==> config.mk <==
export PLATFORM = sky130hd
export DESIGN_NAME = uart_rx_word_assembler
export DESIGN_NICKNAME = d
export VERILOG_FILES = /design/src/rtl/uart_rx_word_assembler_pkg.sv /design/src/rtl/uart_rx_word_assembler_idle_timer.sv /design/src/rtl/uart_rx_word_assembler.sv
export SDC_FILE = /design/constraint.sdc
export NUM_CORES = 1
export LEC_CHECK = 0
export ABC_AREA = 1
export CAP_MARGIN = 20
export CORE_UTILIZATION = 49
export CTS_BUF_LIST = sky130_fd_sc_hd__clkbuf_8
export CTS_CLUSTER_SIZE = 16
export DETAILED_ROUTE_END_ITERATION = 6
export GPL_TIMING_DRIVEN = 0
export PLACE_DENSITY_LB_ADDON = 0.1
export RECOVER_POWER = 50
export REMOVE_ABC_BUFFERS = 1
export SETUP_SLACK_MARGIN = 0.2
export SYNTH_ARGS = -nofsm -noshare
export SYNTH_HDL_FRONTEND = slang
export SYNTH_SLANG_ARGS = --single-unit
==> constraint.sdc <==
create_clock -name i_clock -period 1.43 [get_ports i_clock]
set_input_delay 0.429 -clock i_clock [delete_from_list [all_inputs] [get_ports i_clock]]
set_output_delay 0.429 -clock i_clock [all_outputs]
set_load 0.01 [all_outputs]
==> src/rtl/uart_rx_word_assembler_pkg.sv <==
`default_nettype none
// +--------------------------------------------------------------------------+
// | Module      : uart_rx_word_assembler_pkg                                 |
// | Description : Shared definitions for the UART receive word assembler.    |
// |               Holds the default byte/word widths used by the receiver,   |
// |               the assembler and the loader, and the one-hot FSM state    |
// |               encodings.                                                 |
// | Revision    : 1.0 - initial release                                      |
// +--------------------------------------------------------------------------+
package uart_rx_word_assembler_pkg;

   // Widths shared with the UART receiver and the debug/loader unit.
   localparam int c_NB_DATA_DEFAULT = 8;
   localparam int c_NB_WORD_DEFAULT = 32;

   // One-hot state encoding for the assembler FSM.
   localparam int c_NB_STATE = 3;
   typedef logic [c_NB_STATE-1:0] state_t;

   localparam state_t c_IDLE    = 3'b001;
   localparam state_t c_COLLECT = 3'b010;
   localparam state_t c_HOLD    = 3'b100;

   // Byte counter width. A single-byte word still needs a 1-bit vector so
   // that the counter declaration stays legal.
   function automatic int count_width(input int n_bytes);
      return (n_bytes > 1) ? $clog2(n_bytes) : 1;
   endfunction

endpackage
`default_nettype wire

==> src/rtl/uart_rx_word_assembler_idle_timer.sv <==
`default_nettype none
// +--------------------------------------------------------------------------+
// | Module      : rx_idle_timer                                              |
// | Description : Inter-byte idle counter with expiry compare. Counts clocks |
// |               while i_run is high and no byte arrives; flags expiry when |
// |               the count reaches TIMEOUT_CYCLES-1.                        |
// | Revision    : 1.0 - initial release                                      |
// +--------------------------------------------------------------------------+
// | Ports                                                                    |
// |   i_clock    in  1  system clock                                         |
// |   i_reset    in  1  asynchronous active-high reset                        |
// |   i_clear    in  1  restart the count (byte received or flush)            |
// |   i_run      in  1  counting enabled (assembler is collecting)            |
// |   o_expired  out 1  idle limit reached in this cycle                      |
// +--------------------------------------------------------------------------+
module rx_idle_timer #(
   parameter int TIMEOUT_CYCLES = 1000000,
   parameter int NB_TIMEOUT     = 20
) (
   input  logic i_clock,
   input  logic i_reset,
   input  logic i_clear,
   input  logic i_run,
   output logic o_expired
);

   localparam logic [NB_TIMEOUT-1:0] c_LAST = NB_TIMEOUT'(TIMEOUT_CYCLES - 1);

   logic [NB_TIMEOUT-1:0] r_count;

   // Held at zero outside the collect phase so every new word starts fresh;
   // saturates at the limit so a stalled owner cannot wrap it around.
   always_ff @(posedge i_clock or posedge i_reset) begin
      if (i_reset) begin
         r_count <= '0;
      end else if (!i_run || i_clear) begin
         r_count <= '0;
      end else if (r_count != c_LAST) begin
         r_count <= r_count + 1'b1;
      end
   end

   // A byte arriving in the expiry cycle suppresses the expiry.
   assign o_expired = i_run && !i_clear && (r_count == c_LAST);

endmodule
`default_nettype wire

==> src/rtl/uart_rx_word_assembler.sv <==
`default_nettype none
// +--------------------------------------------------------------------------+
// | Module      : uart_rx_word_assembler                                     |
// | Description : Packs N_BYTES = NB_WORD/NB_DATA received UART bytes into    |
// |               one little-endian word and offers it on a valid/ready      |
// |               handshake. Flags bytes lost while a word is held (sticky   |
// |               overrun) and, when RX_WORD_TIMEOUT_EN is defined, discards |
// |               a partial word after TIMEOUT_CYCLES idle clocks.           |
// | Config      : `define RX_WORD_TIMEOUT_EN enables the inter-byte timeout. |
// | Revision    : 1.0 - initial release                                      |
// +--------------------------------------------------------------------------+
// | Ports                                                                    |
// |   i_clock    in  1        system clock, rising edge                      |
// |   i_reset    in  1        asynchronous active-high reset                 |
// |   i_rx_done  in  1        one-cycle byte strobe from the receiver        |
// |   i_rx_data  in  NB_DATA  received byte, valid with i_rx_done            |
// |   i_flush    in  1        synchronous clear of partial/held word & flags |
// |   i_ready    in  1        consumer accepts o_word with o_valid           |
// |   o_valid    out 1        o_word holds a complete word                   |
// |   o_word     out NB_WORD  assembled word, first byte in the LSBs         |
// |   o_overrun  out 1        sticky: a byte was dropped                     |
// |   o_timeout  out 1        one-cycle pulse: partial word discarded        |
// |   o_busy     out 1        FSM is not idle                                |
// +--------------------------------------------------------------------------+
module uart_rx_word_assembler
   import uart_rx_word_assembler_pkg::*;
#(
   parameter int NB_DATA        = c_NB_DATA_DEFAULT,
   parameter int NB_WORD        = c_NB_WORD_DEFAULT,
   parameter int TIMEOUT_CYCLES = 1000000,
   parameter int NB_TIMEOUT     = 20
) (
   input  logic               i_clock,
   input  logic               i_reset,
   input  logic               i_rx_done,
   input  logic [NB_DATA-1:0] i_rx_data,
   input  logic               i_flush,
   input  logic               i_ready,
   output logic               o_valid,
   output logic [NB_WORD-1:0] o_word,
   output logic               o_overrun,
   output logic               o_timeout,
   output logic               o_busy
);

   localparam int c_N_BYTES  = NB_WORD / NB_DATA;
   localparam int c_NB_COUNT = count_width(c_N_BYTES);

   localparam logic [c_NB_COUNT-1:0] c_LAST_SLOT   = c_NB_COUNT'(c_N_BYTES - 1);
   // Count after writing slot 0; a one-byte word is already complete.
   localparam logic [c_NB_COUNT-1:0] c_FIRST_COUNT = (c_N_BYTES > 1) ? c_NB_COUNT'(1) : '0;

   // Refuse to elaborate an inconsistent configuration.
   generate
      if ((NB_WORD < NB_DATA) || ((NB_WORD % NB_DATA) != 0) || (TIMEOUT_CYCLES < 1) ||
          ((64'd1 << NB_TIMEOUT) <= 64'(TIMEOUT_CYCLES))) begin : g_bad_config
         $error("uart_rx_word_assembler: inconsistent NB_DATA/NB_WORD/TIMEOUT parameters");
      end
   endgenerate

   state_t                  r_state;
   state_t                  w_state_next;
   logic [c_NB_COUNT-1:0]   r_count;
   logic [c_NB_COUNT-1:0]   w_count_next;
   logic [c_N_BYTES-1:0]    w_byte_en;
   logic                    w_overrun_set;
   logic                    r_overrun;

`ifdef RX_WORD_TIMEOUT_EN
   logic w_expired;
   logic w_timeout_set;
   logic r_timeout;

   rx_idle_timer #(
      .TIMEOUT_CYCLES (TIMEOUT_CYCLES),
      .NB_TIMEOUT     (NB_TIMEOUT)
   ) u_idle_timer (
      .i_clock   (i_clock),
      .i_reset   (i_reset),
      .i_clear   (i_rx_done || i_flush),
      .i_run     (r_state == c_COLLECT),
      .o_expired (w_expired)
   );

   assign o_timeout = r_timeout;
`else
   assign o_timeout = 1'b0;
`endif

   // ---------------------------------------------------------------------
   // FSM: state register
   // ---------------------------------------------------------------------
   always_ff @(posedge i_clock or posedge i_reset) begin
      if (i_reset) begin
         r_state <= c_IDLE;
      end else begin
         r_state <= w_state_next;
      end
   end

   // ---------------------------------------------------------------------
   // FSM: next-state logic. Flush outranks every other event.
   // ---------------------------------------------------------------------
   always_comb begin
      w_state_next = r_state;
      if (i_flush) begin
         w_state_next = c_IDLE;
      end else begin
         case (r_state)
            c_IDLE: begin
               if (i_rx_done) begin
                  w_state_next = (c_N_BYTES == 1) ? c_HOLD : c_COLLECT;
               end
            end
            c_COLLECT: begin
               if (i_rx_done) begin
                  if (r_count == c_LAST_SLOT) begin
                     w_state_next = c_HOLD;
                  end
`ifdef RX_WORD_TIMEOUT_EN
               end else if (w_expired) begin
                  w_state_next = c_IDLE;
`endif
               end
            end
            c_HOLD: begin
               // A byte arriving with the transfer starts the next word.
               if (i_ready) begin
                  if (i_rx_done) begin
                     w_state_next = (c_N_BYTES == 1) ? c_HOLD : c_COLLECT;
                  end else begin
                     w_state_next = c_IDLE;
                  end
               end
            end
            default: begin
               w_state_next = c_IDLE;
            end
         endcase
      end
   end

   // ---------------------------------------------------------------------
   // FSM: output / datapath control
   // ---------------------------------------------------------------------
   always_comb begin
      w_byte_en     = '0;
      w_count_next  = r_count;
      w_overrun_set = 1'b0;
`ifdef RX_WORD_TIMEOUT_EN
      w_timeout_set = 1'b0;
`endif
      if (i_flush) begin
         w_count_next = '0;
      end else begin
         case (r_state)
            c_IDLE: begin
               if (i_rx_done) begin
                  w_byte_en[0] = 1'b1;
                  w_count_next = c_FIRST_COUNT;
               end
            end
            c_COLLECT: begin
               if (i_rx_done) begin
                  for (int s = 0; s < c_N_BYTES; s++) begin
                     if (r_count == c_NB_COUNT'(s)) begin
                        w_byte_en[s] = 1'b1;
                     end
                  end
                  w_count_next = (r_count == c_LAST_SLOT) ? '0 : r_count + 1'b1;
`ifdef RX_WORD_TIMEOUT_EN
               end else if (w_expired) begin
                  w_count_next  = '0;
                  w_timeout_set = 1'b1;
`endif
               end
            end
            c_HOLD: begin
               if (i_ready) begin
                  if (i_rx_done) begin
                     w_byte_en[0] = 1'b1;
                     w_count_next = c_FIRST_COUNT;
                  end else begin
                     w_count_next = '0;
                  end
               end else if (i_rx_done) begin
                  // Held word is frozen; the new byte is lost.
                  w_overrun_set = 1'b1;
               end
            end
            default: begin
               w_count_next = '0;
            end
         endcase
      end
   end

   assign o_valid   = (r_state == c_HOLD);
   assign o_busy    = (r_state != c_IDLE);
   assign o_overrun = r_overrun;

   // ---------------------------------------------------------------------
   // Counter and flags
   // ---------------------------------------------------------------------
   always_ff @(posedge i_clock or posedge i_reset) begin
      if (i_reset) begin
         r_count   <= '0;
         r_overrun <= 1'b0;
      end else begin
         r_count   <= w_count_next;
         r_overrun <= i_flush ? 1'b0 : (r_overrun | w_overrun_set);
      end
   end

`ifdef RX_WORD_TIMEOUT_EN
   always_ff @(posedge i_clock or posedge i_reset) begin
      if (i_reset) begin
         r_timeout <= 1'b0;
      end else begin
         r_timeout <= w_timeout_set;
      end
   end
`endif

   // ---------------------------------------------------------------------
   // Byte-slot register file. Slots not yet rewritten keep stale data;
   // only o_valid qualifies o_word.
   // ---------------------------------------------------------------------
   generate
      for (genvar g = 0; g < c_N_BYTES; g++) begin : g_slot
         logic [NB_DATA-1:0] r_slot;

         always_ff @(posedge i_clock or posedge i_reset) begin
            if (i_reset) begin
               r_slot <= '0;
            end else if (w_byte_en[g]) begin
               r_slot <= i_rx_data;
            end
         end

         assign o_word[g*NB_DATA +: NB_DATA] = r_slot;
      end
   endgenerate

endmodule
`default_nettype wire

# After elaboration in Yosys (flattened, before gate mapping)
# Cells that the tools add are included.
# totals
register_bits,38
inputBits,13
elab_cells,51
# op_classes
addsub,1
eq_ne,11
n_mux,28
n_bitwise,1
n_reduce_logical,3
# ops
operator,n
2-to-1 mux 3 bit,6
2-to-1 mux 2 bit,6
inequality test 3 bit (second input constant),4
2-to-1 mux 1 bit,11
case mux 3 bit (3 select lines),1
2-to-1 mux 4 bit,2
case mux 2 bit (3 select lines),1
equality test 2 bit (second input constant),2
AND reduction 4 bit,1
equality test 3 x 1 -> 1 bit (second input constant),1
equality test 3 x 2 -> 1 bit (second input constant),1
equality test 3 bit (second input constant),1
inequality test 3 x 1 -> 1 bit (second input constant),1
case mux 1 bit (3 select lines),1
AND reduction 3 bit,1
adder 2 x 1 -> 2 bit (second input constant),1
equality test 2 x 1 -> 1 bit (second input constant),1
logical NOT 2 bit,1
bitwise OR 1 bit,1

# Depth between registers and ports, before layout
# Gate-level depths: netlist of the first run.
# logic_depth
word_depth,6
ltp_mapped,8
ltp_nobuf,8

# Worst setup path before layout of the first run
# Ideal clock, no wire load.
# synth_timing
kind,reg2reg
from,register r_count[0]
to,register g_slot[0].r_slot[0]
setup_ns,0.117
t_arrival_ns,1.149
required_time_ns,1.313
path_slack_ns,0.164
stages_incl_launch_ff,9
n_path_buf,0
period_less_slack_ns,1.266
path_cell_list,dfrtp_1 inv_1 ha_1 nand2_1 nand3b_1 nand3_2 nand2_2 nand2_1 nand2_1
# synth_between
elab_chain_cells,5
# synth_lines
item,line,text
"start, declared",uart_rx_word_assembler.sv:63,logic [c_NB_COUNT-1:0] r_count;
"start signal, assigned",uart_rx_word_assembler.sv:210,r_count <= w_count_next;
logical NOT 2 bit,uart_rx_word_assembler.sv:166,if (r_count == c_NB_COUNT'(s)) begin
2-to-1 mux 1 bit,uart_rx_word_assembler.sv:166,
2-to-1 mux 4 bit,uart_rx_word_assembler.sv:164,if (i_rx_done) begin
case mux 1 bit (3 select lines),uart_rx_word_assembler.sv:156,case (r_state)
2-to-1 mux 4 bit,uart_rx_word_assembler.sv:153,if (i_flush) begin
"end signal, assigned",uart_rx_word_assembler.sv:237,r_slot <= i_rx_data;
"end, declared",uart_rx_word_assembler.sv:231,logic [NB_DATA-1:0] r_slot;
# Every way passes these cells.
# A chain may end at the register's enable or synchronous reset.

# Worst setup path after layout of the first run
# layout_timing
from,register r_state[0]
to,output port o_valid
# layout_between
elab_chain_cells,1
# layout_lines
item,line,text
"start, declared",uart_rx_word_assembler.sv:61,state_t r_state;
"start signal, assigned",uart_rx_word_assembler.sv:95,r_state <= c_IDLE;
"start signal, assigned",uart_rx_word_assembler.sv:97,r_state <= w_state_next;
equality test 3 bit,uart_rx_word_assembler.sv:198,assign o_valid = (r_state == c_HOLD);
"end, declared",uart_rx_word_assembler.sv:39,"output logic o_valid,"
# Every way passes these cells.

==> results of run 1 <==
-- flip-flops by register name (all words and copies together), names as in the netlist --
register,count
r_state,3
g_slot.r_slot,32
r_count,2
o_overrun,1
-- layer usage --
| metal | vias up | share of wire |
|---|---|---|
| li1 | 842 | - |
| met1 | 869 | 0.38 |
| met2 | 105 | 0.51 |
| met3 | 17 | 0.079 |
| met4 | 0 | 0.030 |
| met5 | - | 0 |
-- cells by family after synthesis --
group / Yosys count
and+or+nand+nor: 131
AOI/OAI and AO/OA: 20
DFF: 38
adders and majority gates: 4
buffers and inverters: 17
other: 1
-- what timing repair did --
action,in CTS,in global routing
pin swaps,11,13
hold buffers,0,0
setup endpoints to repair,72,110
gates resized for setup,175,27
cloned,3,1
setup buffers,18,10
-- layout make-up --
cell class	count	area (um2)	share of cell area
clock buffer	6	82.6	0.0305
tap	46	57.6	0.0213
multi-input combinational	159	912	0.337
sequential	38	953	0.352
inverter	12	52.6	0.0194
timing repair inverter	1	6.26	0.00231
clock inverter	2	60.1	0.0222
timing repair buffer	75	582	0.215
-- power by group --
| group | internal, mW | switching, mW |
|---|---|---|
| Combinational | 0.675 | 0.867 |
| Clock | 0.744 | 0.376 |
| Sequential | 1.30 | 0.178 |
| Total | 2.72 | 1.42 |
-- tightest hold or removal path, stage by stage (launching register included) --
cell,delay (ns)
dfrtp_1,0.35
nand2_1,0.05
nand2_1,0.05
-- cells in the mapped netlist --
master	number
nand2_1	91
dfrtp_1	37
nand3_1	20
o21ai_0	17
nor2_1	9
inv_1	7
ha_1	4
inv_2	4
nand4_1	3
nor2_4	3
clkbuf_1	2
nand2_2	2
a21oi_1	1
a31oi_1	1
buf_2	1
buf_4	1
buf_6	1
conb_1	1
dfstp_2	1
inv_4	1
nand3_2	1
nand3b_1	1
nor2_8	1
o21ai_1	1
-- worst paths after layout --
check | startpoint | end | slack (ns) | cells past startpoint
worst max register to register | r_state[0]$_DFFE_PP1P_ | r_state[1]$_DFFE_PP0P_ | -0.16 | 8
worst min-delay path | g_slot[0].r_slot[1]$_DFFE_PP0P_ | g_slot[0].r_slot[1]$_DFFE_PP0P_ | 0.48 | 2
worst max-delay path | r_state[0]$_DFFE_PP1P_ | o_valid | -0.19 | 4
max in group asynchronous | i_reset | r_count[0]$_DFFE_PP0P_ | 0.15 | 2
worst min register to register | g_slot[0].r_slot[1]$_DFFE_PP0P_ | g_slot[0].r_slot[1]$_DFFE_PP0P_ | 0.48 | 2
min in group asynchronous | i_reset | r_state[1]$_DFFE_PP0P_ | 0.74 | 2
-- stage by stage --
| stage | instance area [um2] | utilization |
|---|---|---|
| 4_1_cts | 2530 | 0.746 |
| 3_3_place_gp | 2260 | 0.667 |
| 3_5_place_dp | 2260 | 0.667 |
| 6_report | 2710 | 0.798 |
| 2_1_floorplan | 1730 | - |
| 5_1_grt | 2710 | 0.798 |
==> flow_metrics.env, run 1 <==
export IMPL_status="finished with violations"
export IMPL_violations="setup timing"
export IMPL_final_cell_mix="nand2_1 (81), dfrtp_1 (36), buf_2 (29)"
export IMPL_drt_first_pass_iters=4
export IMPL_grt_busiest_layer="met2"
export IMPL_path_buf_inv=2
export IMPL_synthTopCellsByArea="dfrtp_1 (52%), nand2_1 (19%), nand3_1 (5.7%), o21ai_0 (4.8%), ha_1 (2.8%)"
export IMPL_period_needed_ns=1.62
export IMPL_grt_pass1_vias=1572
export IMPL_timing_fmax_ghz=0.616
export IMPL_cts_sinks=38
export IMPL_post_dp_hpwl_um=2780
export IMPL_vdd_ir_drop_max_mv=1.20
export IMPL_wl_per_cell_um=16.9
export IMPL_synth_compound_area_frac=0.0574
export IMPL_finalClockSkew_ns=0.00833
export IMPL_critPathArrivalTime_ns=1.19
export IMPL_use_met2=0.451
export IMPL_grt_ovfl_total=0
export IMPL_track_usage=0.284
export IMPL_core_area_um2=3390
export IMPL_fillers=217
export IMPL_dpl_worst_slack_ns=-0.667
export IMPL_setup_slack_ns=-0.194
export IMPL_synth_ff_latch_count=38
export IMPL_cts_root_buf="clkbuf_8"
export IMPL_port_buffers=47
export IMPL_cts_tree="done"
export IMPL_wirelength_um=5710
export IMPL_hp_class="reg2reg"
export IMPL_fin_crit_sh=1.14
export IMPL_htree_levels=2
export IMPL_finalMaxSlewViolations=0
export IMPL_clock_latency_ns=0.29
export IMPL_synth_top_family_by_area="simple AND/OR/NAND/NOR gates"
export IMPL_grt_max_degree=39
export IMPL_areaGrowthSynthToFinish_pct=53.4
export IMPL_synth_xor_area_frac=0
export IMPL_start_kind="flop"
export IMPL_worstSetupPathType="reg2out"
export IMPL_crit_path_max_fanout=4
export IMPL_ant_nets=0
export IMPL_yosys_area_top_type_share=0.525
export IMPL_crit_family="flip-flops"
export IMPL_antenna_found_initial=0
export IMPL_avgSynthCellArea_um2=8.36
export IMPL_timing_hold_ws_ns=0.481
export IMPL_cts_inserted_buffers=5
export IMPL_drtIter0Drc=115
export IMPL_use_met1=0.376
export IMPL_ys_seq_area_frac=0.540
export IMPL_cts_buffer_depth=2
export IMPL_final_cells=339
export IMPL_antennaDiodeCount=0
export IMPL_ys_warn_count=0
export IMPL_endpoint_kind="output port"
export IMPL_yosys_area_share_adder=0.0284
export IMPL_num_rows=21
export IMPL_tightest_slew_ns=0.785
export IMPL_die_y_um=62.0
export IMPL_routabilityCongestion=0.804
export IMPL_rsz0062_at_grt="true"
export IMPL_die_x_um=62.0
export IMPL_synthCells=211
export IMPL_maxCapViolations=0
export IMPL_synth_mux_area_frac=0
export IMPL_yosys_area_share_simple=0.328
export IMPL_path_cells="nor2_4 -> nand2_2 -> inv_2 -> buf_6"
export IMPL_num_vias=1833
export IMPL_drive_above_1_share=0.389
export IMPL_max_slew_margin=0.476
export IMPL_use_met3=0.0683
export IMPL_slowest_delay_ns=0.61
export IMPL_final_common_cell="nand2_1"
export IMPL_drc=0
export IMPL_required_ns=1.00
export IMPL_syn_area_um2=1760
export IMPL_tns_ns=-2.67
export IMPL_crit_path_top_delay_cell="dfstp_2"
export IMPL_power_density_nw_per_um2=1530
export IMPL_synth_cell_types=24
export IMPL_finalSetupViolations=34
export IMPL_pin_count=49
export IMPL_die_area_um2=3840
export IMPL_synth_area_leader_cell="dfrtp_1"
export IMPL_finalPower_mw=4.14
export IMPL_vias_per_cell=5.41
export IMPL_final_nets=309
export IMPL_start_util=0.520
export IMPL_path_clk_slew_ns=0.07
export IMPL_placedCellCount=299
export IMPL_grt_pass1_wl_um=7570
export IMPL_hold_violations=0
export IMPL_power_leakage_nw=1.53
(Power assumes the default switching activity.)
==> inputs of run 2 (changes only) <==
--- a/config.mk
+++ b/config.mk
@@ -8,7 +8,7 @@
 export ABC_AREA = 1
 export CAP_MARGIN = 20
 export CORE_UTILIZATION = 49
-export CTS_BUF_LIST = sky130_fd_sc_hd__clkbuf_8
+export CTS_BUF_LIST = sky130_fd_sc_hd__clkbuf_4
 export CTS_CLUSTER_SIZE = 16
 export DETAILED_ROUTE_END_ITERATION = 6
 export GPL_TIMING_DRIVEN = 0
==> flow_metrics.env, run 2 (synthesis results as in run 1) <==
export IMPL_status="finished with violations"
export IMPL_violations="setup timing"
export IMPL_period_needed_ns=1.74
export IMPL_slowest_delay_ns=0.64
export IMPL_seqCellArea_um2=952
export IMPL_core_area_um2=3390
export IMPL_setup_slack_ns=-0.314
export IMPL_finish_instance_area_um2=2780
export IMPL_power_leakage_nw=1.55
export IMPL_multiInputGateArea_um2=991
export IMPL_reg_largest_list="g_slot.r_slot: 32 flops, r_state: 3 flops, r_count: 2 flops"
export IMPL_antennaDiodeCount=0
export IMPL_final_cell_mix="nand2_1 (64), dfrtp_1 (37), buf_2 (30)"
export IMPL_start_util=0.520
export IMPL_areaGrowthSynthToFinish_pct=57.3
export IMPL_hp_class="reg2reg"
export IMPL_die_area_um2=3840
export IMPL_port_buffers=47
export IMPL_post_dp_hpwl_um=2780
export IMPL_endpoint_kind="output port"
export IMPL_drc=0
export IMPL_crit_path_max_fanout=3
export IMPL_drt_first_pass_iters=5
export IMPL_vdd_ir_drop_max_mv=1.09
export IMPL_power_density_nw_per_um2=1500
export IMPL_grt_pass1_wl_um=7910
export IMPL_cts_root_buf="clkbuf_4"
export IMPL_max_slew_margin=0.479
export IMPL_drtIter0Drc=107
export IMPL_fillers=185
export IMPL_wl_per_cell_um=16.8
export IMPL_timing_fmax_ghz=0.573
export IMPL_rrSetupSlack_ns=-0.27
export IMPL_fin_crit_sh=1.22
export IMPL_finalSetupViolations=39
export IMPL_largest_register_ffs=32
export IMPL_antenna_found_initial=0
export IMPL_hold_violations=0
export IMPL_wirelength_um=5800
export IMPL_top_register="g_slot.r_slot"
export IMPL_rsz0062_at_grt="true"
export IMPL_switching_share=0.361
export IMPL_min_delay_start="g_slot[3].r_slot[7]$_DFFE_PP0P_"
export IMPL_vias_per_cell=5.51
export IMPL_critPathArrivalTime_ns=1.32
export IMPL_worstHoldPathCells=2
export IMPL_required_ns=1.00
export IMPL_final_nets=315
export IMPL_finalMaxSlewViolations=0
export IMPL_tightest_slew_ns=0.780
export IMPL_postPlaceCellArea_um2=2260
export IMPL_cts_hold_buf=0
export IMPL_tns_ns=-6.47
export IMPL_worstSetupPathType="reg2out"
export IMPL_cts_buffer_depth=2
export IMPL_path_clk_slew_ns=0.12
export IMPL_drive_above_1_share=0.462
export IMPL_pin_count=49
export IMPL_placedCellCount=299
export IMPL_die_y_um=62.0
export IMPL_final_cells=345
export IMPL_cts_tree="done"
export IMPL_final_core_util=0.819
export IMPL_start_kind="flop"
export IMPL_switchingPower_mw=1.50
export IMPL_maxCapViolations=0
export IMPL_htree_levels=2
export IMPL_p_int_mw=2.65
export IMPL_die_x_um=62.0
export IMPL_path_buf_inv=2
export IMPL_r2r_end="g_slot[0].r_slot[5]$_DFFE_PP0P_"
export IMPL_grt_max_degree=39
export IMPL_num_vias=1901
export IMPL_ant_nets=0
export IMPL_cts_inserted_buffers=5
export IMPL_grt_ovfl_total=0
export IMPL_p_seq_frac=0.358
export IMPL_grt_pass1_vias=1682
export IMPL_cts_sinks=38
export IMPL_clock_latency_ns=0.36
export IMPL_p_comb_frac=0.424
export IMPL_crit_path_top_delay_cell="dfstp_2"
export IMPL_finalClockSkew_ns=0.00964
export IMPL_routabilityCongestion=0.804
export IMPL_r2r_start="r_state[0]$_DFFE_PP1P_"
export IMPL_track_usage=0.297
export IMPL_min_to="g_slot[3].r_slot[7]$_DFFE_PP0P_"
export IMPL_rr_worst_depth=8
export IMPL_num_rows=21
export IMPL_path_cells="nor2_4 -> nand2_2 -> inv_2 -> buf_6"
export IMPL_clkPwrFrac=0.217
export IMPL_final_common_cell="nand2_1"
export IMPL_crit_family="flip-flops"
==> run 2: cell count changes in the layout (fill, tap and decap cells not counted), moves of 2 or more <==
cell / change
o21ai_1: +4
o21ai_2: +4
buf_4: +4
nand2_4: +4
clkbuf_4: +5
o21ai_0: -8
nand3_2: +2
nand2_1: -17
clkbuf_8: -6
nand2_2: +14
==> run 2: worst max path at each step <==
stage / from / endpoint / slack, ns / cells after the start
after CTS: r_state[0]$_DFFE_PP1P_ / o_valid / -0.22 / 4
after floorplan: i_reset / g_slot[0].r_slot[0]$_DFFE_PP0P_ / 0.14 / 1
after detailed placement: i_flush / g_slot[1].r_slot[3]$_DFFE_PP0P_ / -0.67 / 8
final: r_state[0]$_DFFE_PP1P_ / o_valid / -0.31 / 4
after global routing: r_state[0]$_DFFE_PP1P_ / o_valid / -0.33 / 4
after global placement: i_reset / g_slot[3].r_slot[4]$_DFFE_PP0P_ / -0.70 / 2
==> run 2: layout make-up <==
cell class / count / share of cell area
repair buffers: 80 / 0.222
repair inverters: 1 / 0.00271
flip-flops and latches: 38 / 0.343
inverters: 12 / 0.0180
well taps: 46 / 0.0207
multi-input cells: 160 / 0.357
clock inverters: 3 / 0.0230
clock buffers: 5 / 0.0135
==> run 2: timing repair <==
action / 4_1_cts / 5_1_grt
pin swaps: 15 / 26
resized for setup: 173 / 54
endpoints found under the hold margin: 0 / 0
endpoints found under the setup margin: 72 / 73
cloned: 5 / 0
setup buffers: 19 / 14
==> run 2: per-stage QoR <==
| stage | power, mW | hold slack (ns) | setup WS [ns] |
|---|---|---|---|
| 3_5_place_dp | 2.60 | 0.458 | -0.667 |
| 2_1_floorplan | 2.04 | 0.495 | 0.142 |
| 4_1_cts | 3.73 | 0.481 | -0.221 |
| 6_report | 4.16 | 0.487 | -0.314 |
| 3_3_place_gp | 2.59 | 0.454 | -0.698 |
| 5_1_grt | 4.36 | 0.510 | -0.330 |
==> run 2: worst reg2reg max path, cell delays in order (launching register included) <==
cell and delay, ns:
dfstp_2 0.64, buf_6 0.12, buf_6 0.09, buf_6 0.09, nand4_1 0.20, nand3_4 0.22, nand2_8 0.10, nand2_2 0.07
nand2_1 0.05
==> run 2: routing by layer <==
metal,routed length [um],part of all wire,global-route usage
met5,0,0,0
met4,210,0.036,0.127
met3,467,0.080,0.0683
met2,2820,0.49,0.482
met1,2300,0.40,0.383
==> run 2: power by group through the flow <==
stage	Clock (mW)	Sequential, mW	Combinational, mW
4_1_cts	0.904	1.46	1.37
6_report	0.902	1.49	1.76
3_5_place_dp	0	1.47	1.14
2_1_floorplan	0	1.53	0.508
3_3_place_gp	0	1.47	1.12
5_1_grt	0.950	1.51	1.90
